===== src/rtl/pwm_led_pkg.sv =====
// Shared constants and helpers for the bus-programmable PWM LED block.
// Offsets are word addresses (byte address bits [11:2]).
package pwm_led_pkg;

    localparam logic [9:0] REG_CTRL     = 10'h000;
    localparam logic [9:0] REG_PRESCALE = 10'h001;
    localparam logic [9:0] REG_PERIOD   = 10'h002;
    localparam logic [9:0] REG_STATUS   = 10'h003;
    // DUTY[i] lives at byte 0x100 + 4*i, so byte address bits [11:8] select the page.
    localparam logic [3:0] REG_DUTY_PAGE = 4'h1;

    localparam int CTRL_EN  = 0;
    localparam int CTRL_INV = 1;

    function automatic logic [31:0] period_rst(int unsigned width);
        return (width >= 32) ? 32'hFFFF_FFFF : ((32'd1 << width) - 32'd1);
    endfunction

    function automatic logic [31:0] be_merge(logic [31:0] old, logic [31:0] wdata,
                                             logic [3:0] be);
        logic [31:0] res;
        res = old;
        for (int b = 0; b < 4; b++) begin
            if (be[b]) res[8*b +: 8] = wdata[8*b +: 8];
        end
        return res;
    endfunction

endpackage


===== src/rtl/pwm_led_timebase.sv =====
// Shared PWM timebase: prescaler producing ticks, and the period counter
// that wraps when it reaches (or has overshot) the programmed top count.
module pwm_led_timebase #(
    parameter int CtrWidth      = 8,
    parameter int PrescaleWidth = 16
) (
    input  logic                     clk_sys_i,
    input  logic                     rst_sys_i,
    input  logic                     en,
    input  logic [PrescaleWidth-1:0] prescale,
    input  logic [CtrWidth-1:0]      period,
    output logic [CtrWidth-1:0]      ctr,
    output logic                     wrap
);

    logic [PrescaleWidth-1:0] psc;
    logic                     tick;

    assign tick = en && (psc == prescale);
    // >= so that shrinking PERIOD below the running count still wraps promptly.
    assign wrap = tick && (ctr >= period);

    always_ff @(posedge clk_sys_i) begin
        if (rst_sys_i || !en) begin
            psc <= '0;
            ctr <= '0;
        end else begin
            psc <= tick ? '0 : psc + PrescaleWidth'(1);
            if (tick) ctr <= wrap ? '0 : ctr + CtrWidth'(1);
        end
    end

endmodule


===== src/rtl/pwm_led_ctrl.sv =====
// Bus-programmable multi-channel PWM for board LEDs: register file, double-
// buffered duty arrays, per-channel comparators and registered outputs.
module pwm_led_ctrl
    import pwm_led_pkg::*;
#(
    parameter int NumChannels   = 16,
    parameter int CtrWidth      = 8,
    parameter int PrescaleWidth = 16
) (
    input  logic                   clk_sys_i,
    input  logic                   rst_sys_i,
    input  logic                   req_i,
    input  logic                   we_i,
    input  logic [3:0]             be_i,
    input  logic [31:0]            addr_i,
    input  logic [31:0]            wdata_i,
    output logic                   rvalid_o,
    output logic [31:0]            rdata_o,
    output logic [NumChannels-1:0] pwm_o
);

    logic [1:0]                            ctrl;
    logic [PrescaleWidth-1:0]              prescale;
    logic [CtrWidth-1:0]                   period;
    logic [NumChannels-1:0][CtrWidth-1:0]  shadow;
    logic [NumChannels-1:0][CtrWidth-1:0]  active;
    logic [CtrWidth-1:0]                   ctr;
    logic                                  wrap;
    logic                                  en, inv, pend, wr;
    logic [9:0]                            waddr;
    logic                                  duty_sel;
    logic [5:0]                            duty_idx;
    logic [31:0]                           rd;
    logic [NumChannels-1:0]                pwm_nxt;
    logic                                  unused_addr;

    assign en          = ctrl[CTRL_EN];
    assign inv         = ctrl[CTRL_INV];
    assign waddr       = addr_i[11:2];
    assign duty_sel    = (addr_i[11:8] == REG_DUTY_PAGE);
    assign duty_idx    = addr_i[7:2];
    assign wr          = req_i && we_i;
    assign pend        = (shadow != active);
    assign unused_addr = ^{addr_i[31:12], addr_i[1:0]};

    always_ff @(posedge clk_sys_i) begin
        if (rst_sys_i) begin
            ctrl     <= '0;
            prescale <= '0;
            period   <= CtrWidth'(period_rst(CtrWidth));
            shadow   <= '0;
        end else if (wr) begin
            case (waddr)
                REG_CTRL:     ctrl     <= 2'(be_merge(32'(ctrl), wdata_i, be_i));
                REG_PRESCALE: prescale <= PrescaleWidth'(be_merge(32'(prescale), wdata_i, be_i));
                REG_PERIOD:   period   <= CtrWidth'(be_merge(32'(period), wdata_i, be_i));
                default: ;
            endcase
            for (int i = 0; i < NumChannels; i++) begin
                if (duty_sel && duty_idx == 6'(i))
                    shadow[i] <= CtrWidth'(be_merge(32'(shadow[i]), wdata_i, be_i));
            end
        end
    end

    // Active duties track shadows while idle so enabling starts from fresh values;
    // a shadow write at the wrap edge itself lands one period later.
    always_ff @(posedge clk_sys_i) begin
        if (rst_sys_i)        active <= '0;
        else if (!en || wrap) active <= shadow;
    end

    pwm_led_timebase #(
        .CtrWidth      (CtrWidth),
        .PrescaleWidth (PrescaleWidth)
    ) u_timebase (
        .clk_sys_i (clk_sys_i),
        .rst_sys_i (rst_sys_i),
        .en        (en),
        .prescale  (prescale),
        .period    (period),
        .ctr       (ctr),
        .wrap      (wrap)
    );

    for (genvar i = 0; i < NumChannels; i++) begin : g_ch
        assign pwm_nxt[i] = en ? ((ctr < active[i]) ^ inv) : inv;
    end

    always_ff @(posedge clk_sys_i) begin
        if (rst_sys_i) pwm_o <= '0;
        else           pwm_o <= pwm_nxt;
    end

    always_comb begin
        rd = '0;
        case (waddr)
            REG_CTRL:     rd = 32'(ctrl);
            REG_PRESCALE: rd = 32'(prescale);
            REG_PERIOD:   rd = 32'(period);
            REG_STATUS:   rd = {31'b0, pend};
            default: ;
        endcase
        for (int i = 0; i < NumChannels; i++) begin
            if (duty_sel && duty_idx == 6'(i)) rd = 32'(shadow[i]);
        end
    end

    always_ff @(posedge clk_sys_i) begin
        if (rst_sys_i) begin
            rvalid_o <= 1'b0;
            rdata_o  <= '0;
        end else begin
            rvalid_o <= req_i;
            rdata_o  <= (req_i && !we_i) ? rd : '0;
        end
    end

endmodule


===== config.mk =====
export PLATFORM = sky130hd
export DESIGN_NAME = pwm_led_ctrl
export DESIGN_NICKNAME = d
export VERILOG_FILES = /design/src/rtl/pwm_led_pkg.sv /design/src/rtl/pwm_led_timebase.sv /design/src/rtl/pwm_led_ctrl.sv
export SDC_FILE = /design/constraint.sdc
export NUM_CORES = 1
export LEC_CHECK = 0
export CORE_AREA = 2 2 171 215
export DETAILED_ROUTE_END_ITERATION = 8
export DIE_AREA = 0 0 173 217
export PLACE_DENSITY = 0.88
export SETUP_SLACK_MARGIN = 0.4
export SLEW_MARGIN = 20
export SYNTH_ARGS = -nofsm -noshare
export SYNTH_HDL_FRONTEND = slang
export SYNTH_SLANG_ARGS = --single-unit
export TNS_END_PERCENT = 100

===== constraint.sdc =====
create_clock -name clk_sys_i -period 2.9 [get_ports clk_sys_i]
set_input_delay 0.58 -clock clk_sys_i [delete_from_list [all_inputs] [get_ports clk_sys_i]]
set_output_delay 0.58 -clock clk_sys_i [all_outputs]
set_load 0.005 [all_outputs]

==> qor.txt, run 1 <==
status: finished, final reports clean
Post-Layout Inst Area: 23300 sq um
Worst Hold Class: in2reg
largest net degree at the start of global routing: 155
Crit Path Class: reg2reg
met1 usage: 0.424
vias in the first global route: 18368
max-cap viol count: 0
Worst path most repeated cell: buf_12
CTS root buffer: clkbuf_16
Max Slew Vio Count: 0
final hold violation count: 0
routing usage on met2: 0.615
port buffer count: 64
Tmin final: 2570 ps
final WL: 72.0 mm
most common cell after layout, fill and taps aside: nand2_1
Final WS setup: 326 ps
Iteration-0 DRC Markers: 2051
final setup fails: 0
DP HPWL: 49.0 mm
Clock Path Buffers: 3
All-Layer GR Usage: 0.373
Worst EP required: 3360 ps
worst-path cell with the longest stage delay: o41a_1
share of layout cells above drive strength 1: 0.142
DRT Pass-1 Iters: 6
Post-Synthesis Cell Area: 18900 sq um
Synth async-reset ratio: 0
cells after synthesis: 2308
Synth Flop Type: dfxtp_1
# clock sinks: 339
Die Y: 217 microns
Post-Place Cell Area: 21400 sq um
CP endpoint kind: register
met3 GRT Util: 0.0680
area grow syn2layout: 23.0%
CP arrival: 3030 ps
GR peak layer: met2
Mean Syn Cell Area: 8.21 sq um
GRT overflow: 0
period utilisation layout: 0.888
slew margin rel.: 0.282
clock-pin slew on the worst setup and hold paths: 60 ps
gpl congestion: 1.03
yosys warns: 0
chip width: 173 microns
reg2reg start: period[0]
dpl ws: -546 ps
die area: 37500 sq um
FMAX: 388 MHz
Hold Startpoint: rst_sys_i
I/O Pins: 121
Max IR drop VDD: 454 uV
CTS tree: built
Clock Latency Late Sink: 540 ps
drt drc: 0
first-pass GRT wire length: 107 mm
Lkg Pwr: 9.46 nW
Cell Rows: 78
Unique masters post-synth: 63
Final Skew: 15.6 ps
RSZ-0062 raised after global routing: true
worst-path fanout max: 12
initial antenna violation count: 4
Core ar.: 35700 sq um
post-route ant nets: 0
Post-synth EDFFs: 0
nets@finish: 2714
Critical Path Source Type: register
register area share after synthesis: 0.358
worst-path cell chain: ha_4 > nand2b_4 > a21o_1 > a21oi_2 > o21ai_1 > o41a_1 > a21boi_4 > buf_12 > buf_12 > buf_16 > mux2i_4
hold_buf cts: 0
Max H-tree Level: 2
Filler cells: 2772
commonest non-fill, non-tap cells in the layout: nand2_1 (409), dfxtp_1 (334), buf_4 (211)
actual slew at the worst max-slew pin: 1080 ps
Critical Path Start: period[0]
synthesized flop and latch total: 339
DR vias: 18461
wire length per cell: 23.8 microns
Pwr Density: 427 nW/um^2
CTS Buf Count: 36
starting density of the core: 0.531
Final Util: 0.653
CP max stage delay: 430 ps
vias per cell: 6.10
-- metal layers --
| metal | routed length, microns | part of all wire |
|---|---|---|
| met1 | 25900 | 0.36 |
| met2 | 32800 | 0.46 |
| met3 | 6570 | 0.091 |
| met4 | 6730 | 0.093 |
| met5 | 13 | 0.00018 |
-- synth_stat cells, types with 6 or more instances --
cell | instances | area [sq um]
o211ai_1 | 26 | 195
a21oi_1 | 131 | 656
nand2b_1 | 22 | 138
nor2_1 | 139 | 522
mux2_2 | 8 | 90.1
buf_2 | 7 | 35.0
mux2i_1 | 195 | 1950
buf_1 | 13 | 48.8
buf_4 | 16 | 120
clkbuf_1 | 109 | 409
and2_1 | 15 | 93.8
a21o_1 | 51 | 383
a31oi_1 | 6 | 37.5
nor2b_1 | 25 | 156
nand3_1 | 79 | 395
a2111oi_0 | 7 | 61.3
and3_1 | 12 | 75.1
o21ai_0 | 103 | 515
dfxtp_1 | 339 | 6790
nand4_1 | 21 | 131
a211oi_1 | 19 | 143
o22ai_1 | 10 | 62.6
nand2_1 | 411 | 1540
inv_1 | 144 | 541
ha_1 | 122 | 1530
xor2_1 | 140 | 1230
xnor2_1 | 23 | 201
nor3_1 | 7 | 35.0
nor4_1 | 40 | 250
-- path summary, 6_finish.rpt --
| kind | endpoint | slack (ps) | cells after the start |
|---|---|---|---|
| max | active[80] | 330 | 11 |
| min | rvalid_o | 260 | 2 |
| max reg2reg | active[80] | 330 | 11 |
| min reg2reg | active[118] | 490 | 2 |
-- critical path: cells and delay by family, from the launching register on --
kind            cells  cell delay, ps
fa+ha+maj           1             210
simple gates        1             120
mux                 1             250
buf+inv             3             500
compound gates      5            1020
flops               1             370
-- what timing repair did --
item,4_1_cts,5_1_grt
setup buffers,15,2
pin swaps,13,11
endpoints found under the setup margin,152,156
cloned,6,2
gates resized for setup,38,39
hold endpoints to repair,0,0
-- metrics by stage --
| step | hold WS (ps) | setup TNS [ps] | cells | power [mW] |
|---|---|---|---|---|
| after floorplan | 451 | 0 | 2323 | 4.98 |
| final | 258 | 0 | 3025 | 9.95 |
| after detailed placement | 481 | -12010 | 2937 | 5.17 |
| after CTS | 241 | 0 | 3019 | 9.91 |
| after global routing | 270 | 0 | 3025 | 10.1 |
| after global placement | 470 | -8600 | 2937 | 5.17 |
-- report_power, final --
group          internal [mW]  switching, mW
combinational          0.131          0.307
sequential              4.66       0.000853
clock                   2.89           1.96
total                   7.68           2.27
-- layout make-up --
| cell class | count | area, sq um | share of cell area |
|---|---|---|---|
| sequential | 339 | 6790 | 0.291 |
| inverter | 145 | 554 | 0.0238 |
| clock inverter | 9 | 178 | 0.00762 |
| antenna | 2 | 5.00 | 0.000215 |
| timing repair buffer | 307 | 2880 | 0.123 |
| tap | 480 | 601 | 0.0258 |
| multi-input combinational | 1691 | 11300 | 0.484 |
| clock buffer | 52 | 1020 | 0.0438 |
-- state kept, by name (all words and copies together) (netlist names), 2 cells and up --
name,flops
active,128
ctrl,2
period,8
prescale,16
pwm_o,16
rdata_o,16
shadow,128
u_timebase.ctr,8
u_timebase.psc,16
-- logic make-up after synthesis --
logic type | count (synthesis) | share of synthesized area
simple gates | 793 | 0.187
mux | 204 | 0.109
xor+xnor | 163 | 0.0753
compound gates | 393 | 0.127
fa+ha+maj | 122 | 0.0806
buf+inv | 293 | 0.0629
other cells | 1 | 0.000198
flops | 339 | 0.358
No activity file was read; power rests on OpenSTA's default activity.
==> run 2: changes to the inputs <==
--- a/config.mk
+++ b/config.mk
@@ -8,6 +8,7 @@
 export CORE_AREA = 2 2 171 215
 export DETAILED_ROUTE_END_ITERATION = 8
 export DIE_AREA = 0 0 173 217
+export HOLD_SLACK_MARGIN = 0.15
 export PLACE_DENSITY = 0.88
 export SETUP_SLACK_MARGIN = 0.4
 export SLEW_MARGIN = 20
==> results of run 2 <==
The final DEF is identical to that of run 1; final timing and power are the same.
